$ cat config.mk
export PLATFORM = sky130hd
export DESIGN_NAME = led_pattern_ctrl_flat
export DESIGN_NICKNAME = d
export VERILOG_FILES = /design/src/rtl/led_pattern_ctrl_if.sv /design/src/rtl/led_pattern_ctrl.sv /design/src/flat_wrapper.sv
export SDC_FILE = /design/constraint.sdc
export NUM_CORES = 1
export LEC_CHECK = 0
export BUFFER_PORTS_ARGS = -buffer_cell sky130_fd_sc_hd__buf_2
export CAP_MARGIN = 15
export CORE_MARGIN = 1
export CORE_UTILIZATION = 54
export DETAILED_ROUTE_END_ITERATION = 6
export PLACE_DENSITY_LB_ADDON = 0.12
export SYNTH_ARGS = -nofsm -noshare
export SYNTH_HDL_FRONTEND = slang
export SYNTH_SLANG_ARGS = --single-unit
$ cat constraint.sdc
create_clock -name clock -period 1.9 [get_ports clock]
set_input_delay 0.19 -clock clock [delete_from_list [all_inputs] [get_ports clock]]
set_output_delay 0.19 -clock clock [all_outputs]
set_load 0.1 [all_outputs]
$ cat src/rtl/led_pattern_ctrl_if.sv
// rtl/led_pattern_ctrl_if.sv - switch/button inputs and LED bank outputs of the LED pattern controller
interface led_pattern_ctrl_if #(
  parameter int NB_LEDS = 4,
  parameter int NB_SW   = 4
);
  logic [NB_SW-1:0]   i_sw;
  logic [NB_SW-1:0]   i_btn;
  logic [NB_LEDS-1:0] o_led;
  logic [NB_LEDS-1:0] o_led_r;
  logic [NB_LEDS-1:0] o_led_g;
  logic [NB_LEDS-1:0] o_led_b;

  modport master (
    output i_sw, i_btn,
    input  o_led, o_led_r, o_led_g, o_led_b
  );

  modport slave (
    input  i_sw, i_btn,
    output o_led, o_led_r, o_led_g, o_led_b
  );
endinterface

$ cat src/rtl/led_pattern_ctrl.sv
// rtl/led_pattern_ctrl.sv - prescaled rotate/flash LED pattern routed to one of three colour banks
// Optional LED_BTN_SYNC_EN: 2-flop synchronizer on each button ahead of edge detection.
module led_pattern_ctrl #(
  parameter int NB_LEDS    = 4,
  parameter int NB_COUNTER = 14,
  parameter int NB_SW      = 4
) (
  input logic              clock,
  input logic              i_reset,
  led_pattern_ctrl_if.slave bus
);

  typedef enum logic {SHIFT = 1'b0, FLASH = 1'b1} mode_e;
  typedef enum logic [1:0] {RED = 2'd0, GREEN = 2'd1, BLUE = 2'd2} colour_e;

  localparam logic [NB_COUNTER-1:0] LIM_FULL = '1;
  localparam logic [NB_LEDS-1:0]    PAT_INIT = NB_LEDS'(1);

  mode_e                 mode_q, mode_d;
  colour_e               colour_q, colour_d;
  logic [NB_COUNTER-1:0] counter_q, counter_d;
  logic [NB_LEDS-1:0]    pattern_q, pattern_d;
  logic [NB_SW-1:0]      btn_hist_q, btn_hist_d;
  logic [NB_SW-1:0]      btn_in;
  logic [NB_SW-1:0]      rise;
  logic [NB_COUNTER-1:0] limit;
  logic                  tick;

`ifdef LED_BTN_SYNC_EN
  logic [NB_SW-1:0] sync1_q, sync1_d;
  logic [NB_SW-1:0] sync2_q, sync2_d;

  always_comb begin
    sync1_d = bus.i_btn;
    sync2_d = sync1_q;
  end

  always_ff @(posedge clock or posedge i_reset) begin
    if (i_reset) begin
      sync1_q <= '0;
      sync2_q <= '0;
    end else begin
      sync1_q <= sync1_d;
      sync2_q <= sync2_d;
    end
  end

  assign btn_in = sync2_q;
`else
  assign btn_in = bus.i_btn;
`endif

  always_comb begin
    case (bus.i_sw[2:1])
      2'b00:   limit = LIM_FULL;
      2'b01:   limit = LIM_FULL >> 1;
      2'b10:   limit = LIM_FULL >> 2;
      default: limit = LIM_FULL >> 3;
    endcase
  end

  always_comb begin
    tick      = 1'b0;
    counter_d = counter_q;
    // >= rather than == so a limit lowered mid-count wraps at once
    if (bus.i_sw[0]) begin
      if (counter_q >= limit) begin
        counter_d = '0;
        tick      = 1'b1;
      end else begin
        counter_d = counter_q + NB_COUNTER'(1);
      end
    end

    rise       = btn_in & ~btn_hist_q;
    btn_hist_d = btn_in;

    mode_d    = mode_q;
    pattern_d = pattern_q;
    if (rise[0]) begin
      if (mode_q == SHIFT) begin
        mode_d    = FLASH;
        pattern_d = '1;
      end else begin
        mode_d    = SHIFT;
        pattern_d = PAT_INIT;
      end
    end else if (tick) begin
      if (mode_q == FLASH)
        pattern_d = ~pattern_q;
      else if (bus.i_sw[3])
        pattern_d = {pattern_q[0], pattern_q[NB_LEDS-1:1]};
      else
        pattern_d = {pattern_q[NB_LEDS-2:0], pattern_q[NB_LEDS-1]};
    end

    colour_d = colour_q;
    if (rise[1])
      colour_d = RED;
    else if (rise[2])
      colour_d = GREEN;
    else if (rise[3])
      colour_d = BLUE;
  end

  always_ff @(posedge clock or posedge i_reset) begin
    if (i_reset) begin
      mode_q     <= SHIFT;
      colour_q   <= RED;
      counter_q  <= '0;
      pattern_q  <= PAT_INIT;
      btn_hist_q <= '0;
    end else begin
      mode_q     <= mode_d;
      colour_q   <= colour_d;
      counter_q  <= counter_d;
      pattern_q  <= pattern_d;
      btn_hist_q <= btn_hist_d;
    end
  end

  assign bus.o_led_r = (colour_q == RED)   ? pattern_q : '0;
  assign bus.o_led_g = (colour_q == GREEN) ? pattern_q : '0;
  assign bus.o_led_b = (colour_q == BLUE)  ? pattern_q : '0;
  assign bus.o_led   = NB_LEDS'({colour_q == BLUE, colour_q == GREEN,
                                 colour_q == RED, mode_q == FLASH});

endmodule

$ cat src/flat_wrapper.sv
// flat-port wrapper written by rule: the top's interface ports become plain ports
module led_pattern_ctrl_flat 
#(
  parameter int NB_LEDS    = 4,
  parameter int NB_COUNTER = 14,
  parameter int NB_SW      = 4
)
  (clock, i_reset, bus_i_sw, bus_i_btn, bus_o_led, bus_o_led_r, bus_o_led_g, bus_o_led_b);
  led_pattern_ctrl_if #(.NB_LEDS(NB_LEDS), .NB_SW(NB_SW)) bus_i ();
  input logic clock;
  input logic i_reset;
  input wire logic [$bits(bus_i.i_sw)-1:0] bus_i_sw;
  input wire logic [$bits(bus_i.i_btn)-1:0] bus_i_btn;
  output wire logic [$bits(bus_i.o_led)-1:0] bus_o_led;
  output wire logic [$bits(bus_i.o_led_r)-1:0] bus_o_led_r;
  output wire logic [$bits(bus_i.o_led_g)-1:0] bus_o_led_g;
  output wire logic [$bits(bus_i.o_led_b)-1:0] bus_o_led_b;
  assign bus_i.i_sw = bus_i_sw;
  assign bus_i.i_btn = bus_i_btn;
  assign bus_o_led = bus_i.o_led;
  assign bus_o_led_r = bus_i.o_led_r;
  assign bus_o_led_g = bus_i.o_led_g;
  assign bus_o_led_b = bus_i.o_led_b;
  led_pattern_ctrl #(.NB_LEDS(NB_LEDS), .NB_COUNTER(NB_COUNTER), .NB_SW(NB_SW)) u_core (.clock(clock), .i_reset(i_reset), .bus(bus_i));
endmodule
; ---- Yosys cells after proc, flatten, opt, wreduce, memory -nomap -nowiden
; Cells that the tools add are included.
[classes]
n_bitwise = 3
reduce_logical = 4
mux = 16
n_lt_le_gt_ge = 1
add_sub_neg = 1
eq_ne = 4
[op_table]
columns = op, count
row1 = $pmux 14 s3, 1
row2 = $mux 4, 8
row3 = $add 14x1->14 const B, 1
row4 = $ge 14x14->1, 1
row5 = $mux 14, 1
row6 = $not 4->4, 2
row7 = $mux 2, 3
row8 = $and 4x4->4, 1
row9 = $eq 2x1->1 const B, 2
row10 = $eq 2x2->1 const B, 2
row11 = $logic_not 2->1, 2
row12 = $mux 1, 3
row13 = $reduce_bool 3->1, 1
row14 = $reduce_bool 2->1, 1
[word_totals]
regBits = 25
input_bits = 10
output_inout_bits = 16

; ---- Longest topological paths before layout
[logic_depth]
ltp_word = 7
mapped_depth = 8

; ---- Least setup slack after synthesis
; No wires, ideal clock.
[synth_timing]
path_type = register to output
from = register u_core.colour_q[1]
to = output bus_o_led_g[0]
setup_slack_ns = -1.010
arrival_time_ns = 2.720
stages_incl_launch_ff = 3
path_cell_list = dfrtp_1 nor2b_1 and2_1
[synth_between]
elab_chain_len = 2
[synth_rtl]
columns = item, line_no
row1 = "start, declared", led_pattern_ctrl.sv:20  ; colour_e colour_q, colour_d;
row2 = "start signal, assigned", led_pattern_ctrl.sv:115  ; colour_q <= colour_d;
row3 = $eq 2x1->1, -
row4 = net bus_o_led[2], flat_wrapper.sv:14  ; output wire logic [$bits(bus_i.o_led)-1:0] bus_o_led;
row5 = $mux 4, led_pattern_ctrl.sv:123  ; assign bus.o_led_g = (colour_q == GREEN) ? pattern_q : '0;
row6 = "end, declared", flat_wrapper.sv:16  ; output wire logic [$bits(bus_i.o_led_g)-1:0] bus_o_led_g;
; The timed path passes the listed nets, and every way through them passes these cells.

; ---- Worst setup path after layout
[layout_timing]
from = register u_core.counter_q[12]
to = register u_core.pattern_q[1]
[layout_between]
elab_chain_len = 4
[layout_rtl]
columns = item, line_no
row1 = "start, declared", led_pattern_ctrl.sv:21  ; logic [NB_COUNTER-1:0] counter_q, counter_d;
row2 = "start signal, assigned", led_pattern_ctrl.sv:116  ; counter_q <= counter_d;
row3 = $ge 14x14->1, led_pattern_ctrl.sv:67  ; if (counter_q >= limit) begin
row4 = $mux 1, led_pattern_ctrl.sv:67
row5 = $mux 1, led_pattern_ctrl.sv:66  ; if (bus.i_sw[0]) begin
row6 = $reduce_bool 2->1 (no line), -
row7 = "end signal, assigned", led_pattern_ctrl.sv:117  ; pattern_q <= pattern_d;
row8 = "end, declared", led_pattern_ctrl.sv:22  ; logic [NB_LEDS-1:0] pattern_q, pattern_d;
; No other way between the ends.
; A chain may end at the register's enable or synchronous reset.

==> results.toml <==
[synth]
yosysTopAreaCellShare_pct = 42.9
syn_area_per_cell_um2 = 9.92
yosys_warnings = 0
synth-seq-cells = 25
synthCells = 141
syn_nets = 155
yosys.area.top_type = "dfrtp_1"
netlist_area_um2 = 1400
yosysUniqueCellTypes = 34
yosysSeqAreaShare_pct = 44.8
synth.area.top_cells = "dfrtp_1, and2_1, xnor2_1"

[clocking]
cts_max_level = 1
cts_setup_buffers = 0
cts_buffer_depth = 2
tritoncts = "done"
clock-sinks = 25
root_buffer = "clkbuf_4"
numCtsBuffers = 3
worstSkewPairLatency_ps = 320
clkTransAtPathRegs_ps = 140

[route]
drcViolationCount = 0
wl_per_cell_um = 12.6
firstDrtPassIters = 4
drt_iter0_drc = 17
antenna_left = 0
num_vias = 1105
wl_mm = 2.57
via_per_inst = 5.42

[placed_design]
hpwl_mm = 1.88
gp_congestion = 0.795
io_buffers = 25

[power]
peakVddDrop_v = 0.00131
p_leak_nw = 0.771
power_frac_seq_pct = 41.8
clkPwrFrac_pct = 12.4
netSwitchingPower_w = 0.000955
power.density_nw_per_um2 = 1150
internal-power_w = 0.000967
power_w = 0.00192
combPwrFrac_pct = 45.7
sw_frac_of_total_pct = 49.7

[worst_setup_path]
r2r_slack_ps = 110
cp_cell_sequence = "ha_1, a21oi_1, o21ai_2, or2_4, o311a_1"
worstPathArrival_ps = 2000
crit-reg2reg-launch = "u_core.counter_q[12]$_DFFE_PP0P_"
critPathLaunchType = "flop"
end_kind = "flop"
path_class = "reg2reg"
slowest_stage = "dfrtp_1"
cpPeakStageDelay_ps = 440
crit_path_max_fanout = 6
cp.required_ps = 2110
crit_start = "u_core.counter_q[12]$_DFFE_PP0P_"

[floorplan]
core_um2 = 2450
io_pins = 26
start_util_pct = 57.0
placement_rows = 18
fp.dieH_um = 52.9
die_area_um2 = 2800
die_x_um = 52.9

[run_status]
status = "finished, final reports clean"

[final_layout]
diodes = 0
area_growth_pct = 19.4
drive_above_1_share_pct = 31.6
fillers = 194
nNetsFinal = 189

[sta]
setup_viol = 0
timing.final.crit_share_pct = 94.0
hold_violations = 0
slew_viol_final = 0
rsz0062_at_grt = "no"
tns_ps = 0
post-route-min-period_ps = 1790
worst_pin_slew_ps = 573
clock.fmax_mhz = 560
hold_ws_ps = 271
slew_headroom_pct = 61.7
clock_skew_ps = 6.48

[hold_path]
hold_start = "bus_i_sw[0]"
hp-class = "in2reg"

[global_route]
grt_pass1_wl_mm = 4.30
grt_start_max_net_pins = 26
grt_overflow = 0
grt_pass1_vias = 1003
antenna_found_initial = 0
gr-usage-all-layers_pct = 21.3

[flow_run]
drv_cap = 0
-- worst max-delay path, delay by kind of cell, from the launching register on --
kind,cells,cell delay [ps]
AOI/OAI and AO/OA,3,630
DFF,1,440
adders and majority gates,1,330
and+or+nand+nor,1,280
-- worst paths after layout --
path,end,cells past startpoint
setup / recovery,u_core.pattern_q[1]$_DFFE_PP0P_,5
hold reg to reg,u_core.colour_q[0]$_DFFE_PP0P_,2
hold / removal,u_core.counter_q[0]$_DFFE_PP0P_,3
setup reg to reg,u_core.pattern_q[1]$_DFFE_PP0P_,5
max in group asynchronous,u_core.pattern_q[0]$_DFFE_PP1P_,4
min in group asynchronous,u_core.counter_q[1]$_DFFE_PP0P_,4
-- registers in the layout (all words and copies together), names as in the netlist --
register           flops
u_core.counter_q      14
u_core.btn_hist_q      4
u_core.pattern_q       4
u_core.colour_q        2
u_core.mode_q          1
-- routing by layer --
metal / part of all wire (%) / routed length [um] / vias up / track usage, %
met5: 0 / 0 / - / 0
met1: 49 / 1250 / 524 / 28.9
met2: 48 / 1230 / 19 / 35.4
li1: - / - / 558 / -
met4: 0.93 / 24 / 0 / 5.26
met3: 2.6 / 68 / 4 / 3.45
-- final cells by class --
cell class              instances  area [um^2]  area share, %
clock buffers                   3         22.5           1.35
clock inverters                 1         7.51          0.449
multi-input cells             106          748           44.8
well taps                      30         37.5           2.25
flip-flops and latches         25          627           37.5
repair buffers                 35          213           12.7
inverters                       4         15.0          0.899
-- logic make-up (layout without fill, tap and decap cells) --
family                     count (synthesis)  after routing  share of synthesized area [%]
DFF                                       25             25                           44.8
xor gates and xnor gates                  12             12                           7.51
and+or+nand+nor                           68             68                           27.9
buffers and inverters                     10             43                           4.56
AOI/OAI and AO/OA                         20             20                           10.2
adders and majority gates                  4              4                           3.58
muxes                                      2              2                           1.43
-- power by group through the flow --
stage,Clock [W],Sequential [W],Combinational [W]
final,0.000239,0.000804,0.000879
after global routing,0.000263,0.000826,0.000942
after CTS,0.000246,0.000804,0.000886
after detailed placement,0,0.000816,0.000876
after global placement,0,0.000808,0.000866
after floorplan,0,0.000775,0.000789
-- cells in the mapped netlist, drive strengths merged --
cell,count
a2111oi,3
o22ai,4
dfstp,1
a21oi,5
dfrtp,24
clkbuf,1
and2,17
a211oi,1
nand2,8
nor3,1
and3,1
mux2i,2
or3,2
a221o,1
nor2b,7
o21ai,3
buf,5
xor2,4
o311a,3
xnor2,8
nand3,5
nand2b,1
nor2,16
nand4,4
inv,4
or2,2
ha,4
and4,1
nor4,3
-- repair_timing --
action | 4_1_cts | 5_1_grt
hold buffers | 5 | 0
setup endpoints to repair | 0 | 4
hold endpoints to repair | 28 | 0
gates resized for setup | 0 | 1
-- metrics by stage --
stage | cells | utilization, % | cell area (um^2) | setup slack [ps]
after floorplan | 141 | - | 1440 | 83.5
after global placement | 195 | 64.7 | 1590 | 80.1
after detailed placement | 195 | 64.7 | 1590 | 38.0
after CTS | 204 | 67.9 | 1670 | 70.4
after global routing | 204 | 68.0 | 1670 | 31.0
final | 204 | 68.0 | 1670 | 114
-- placed cells by master (no fill, tap or decap), types with 5 or more instances in the layout --
cell type      synthesis  layout
a21oi_1                5       5
and2_2                 0      12
buf_2                  0      25
nor2_1                16      14
nand3_1                5       5
nand2_1                8       8
dlygate4sd3_1          0       5
dfrtp_1               24      24
and2_1                17       5
nor2b_1                7       6
buf_4                  3       5
xnor2_1                8       8
Note: power is estimated with default switching activity, not from simulation.
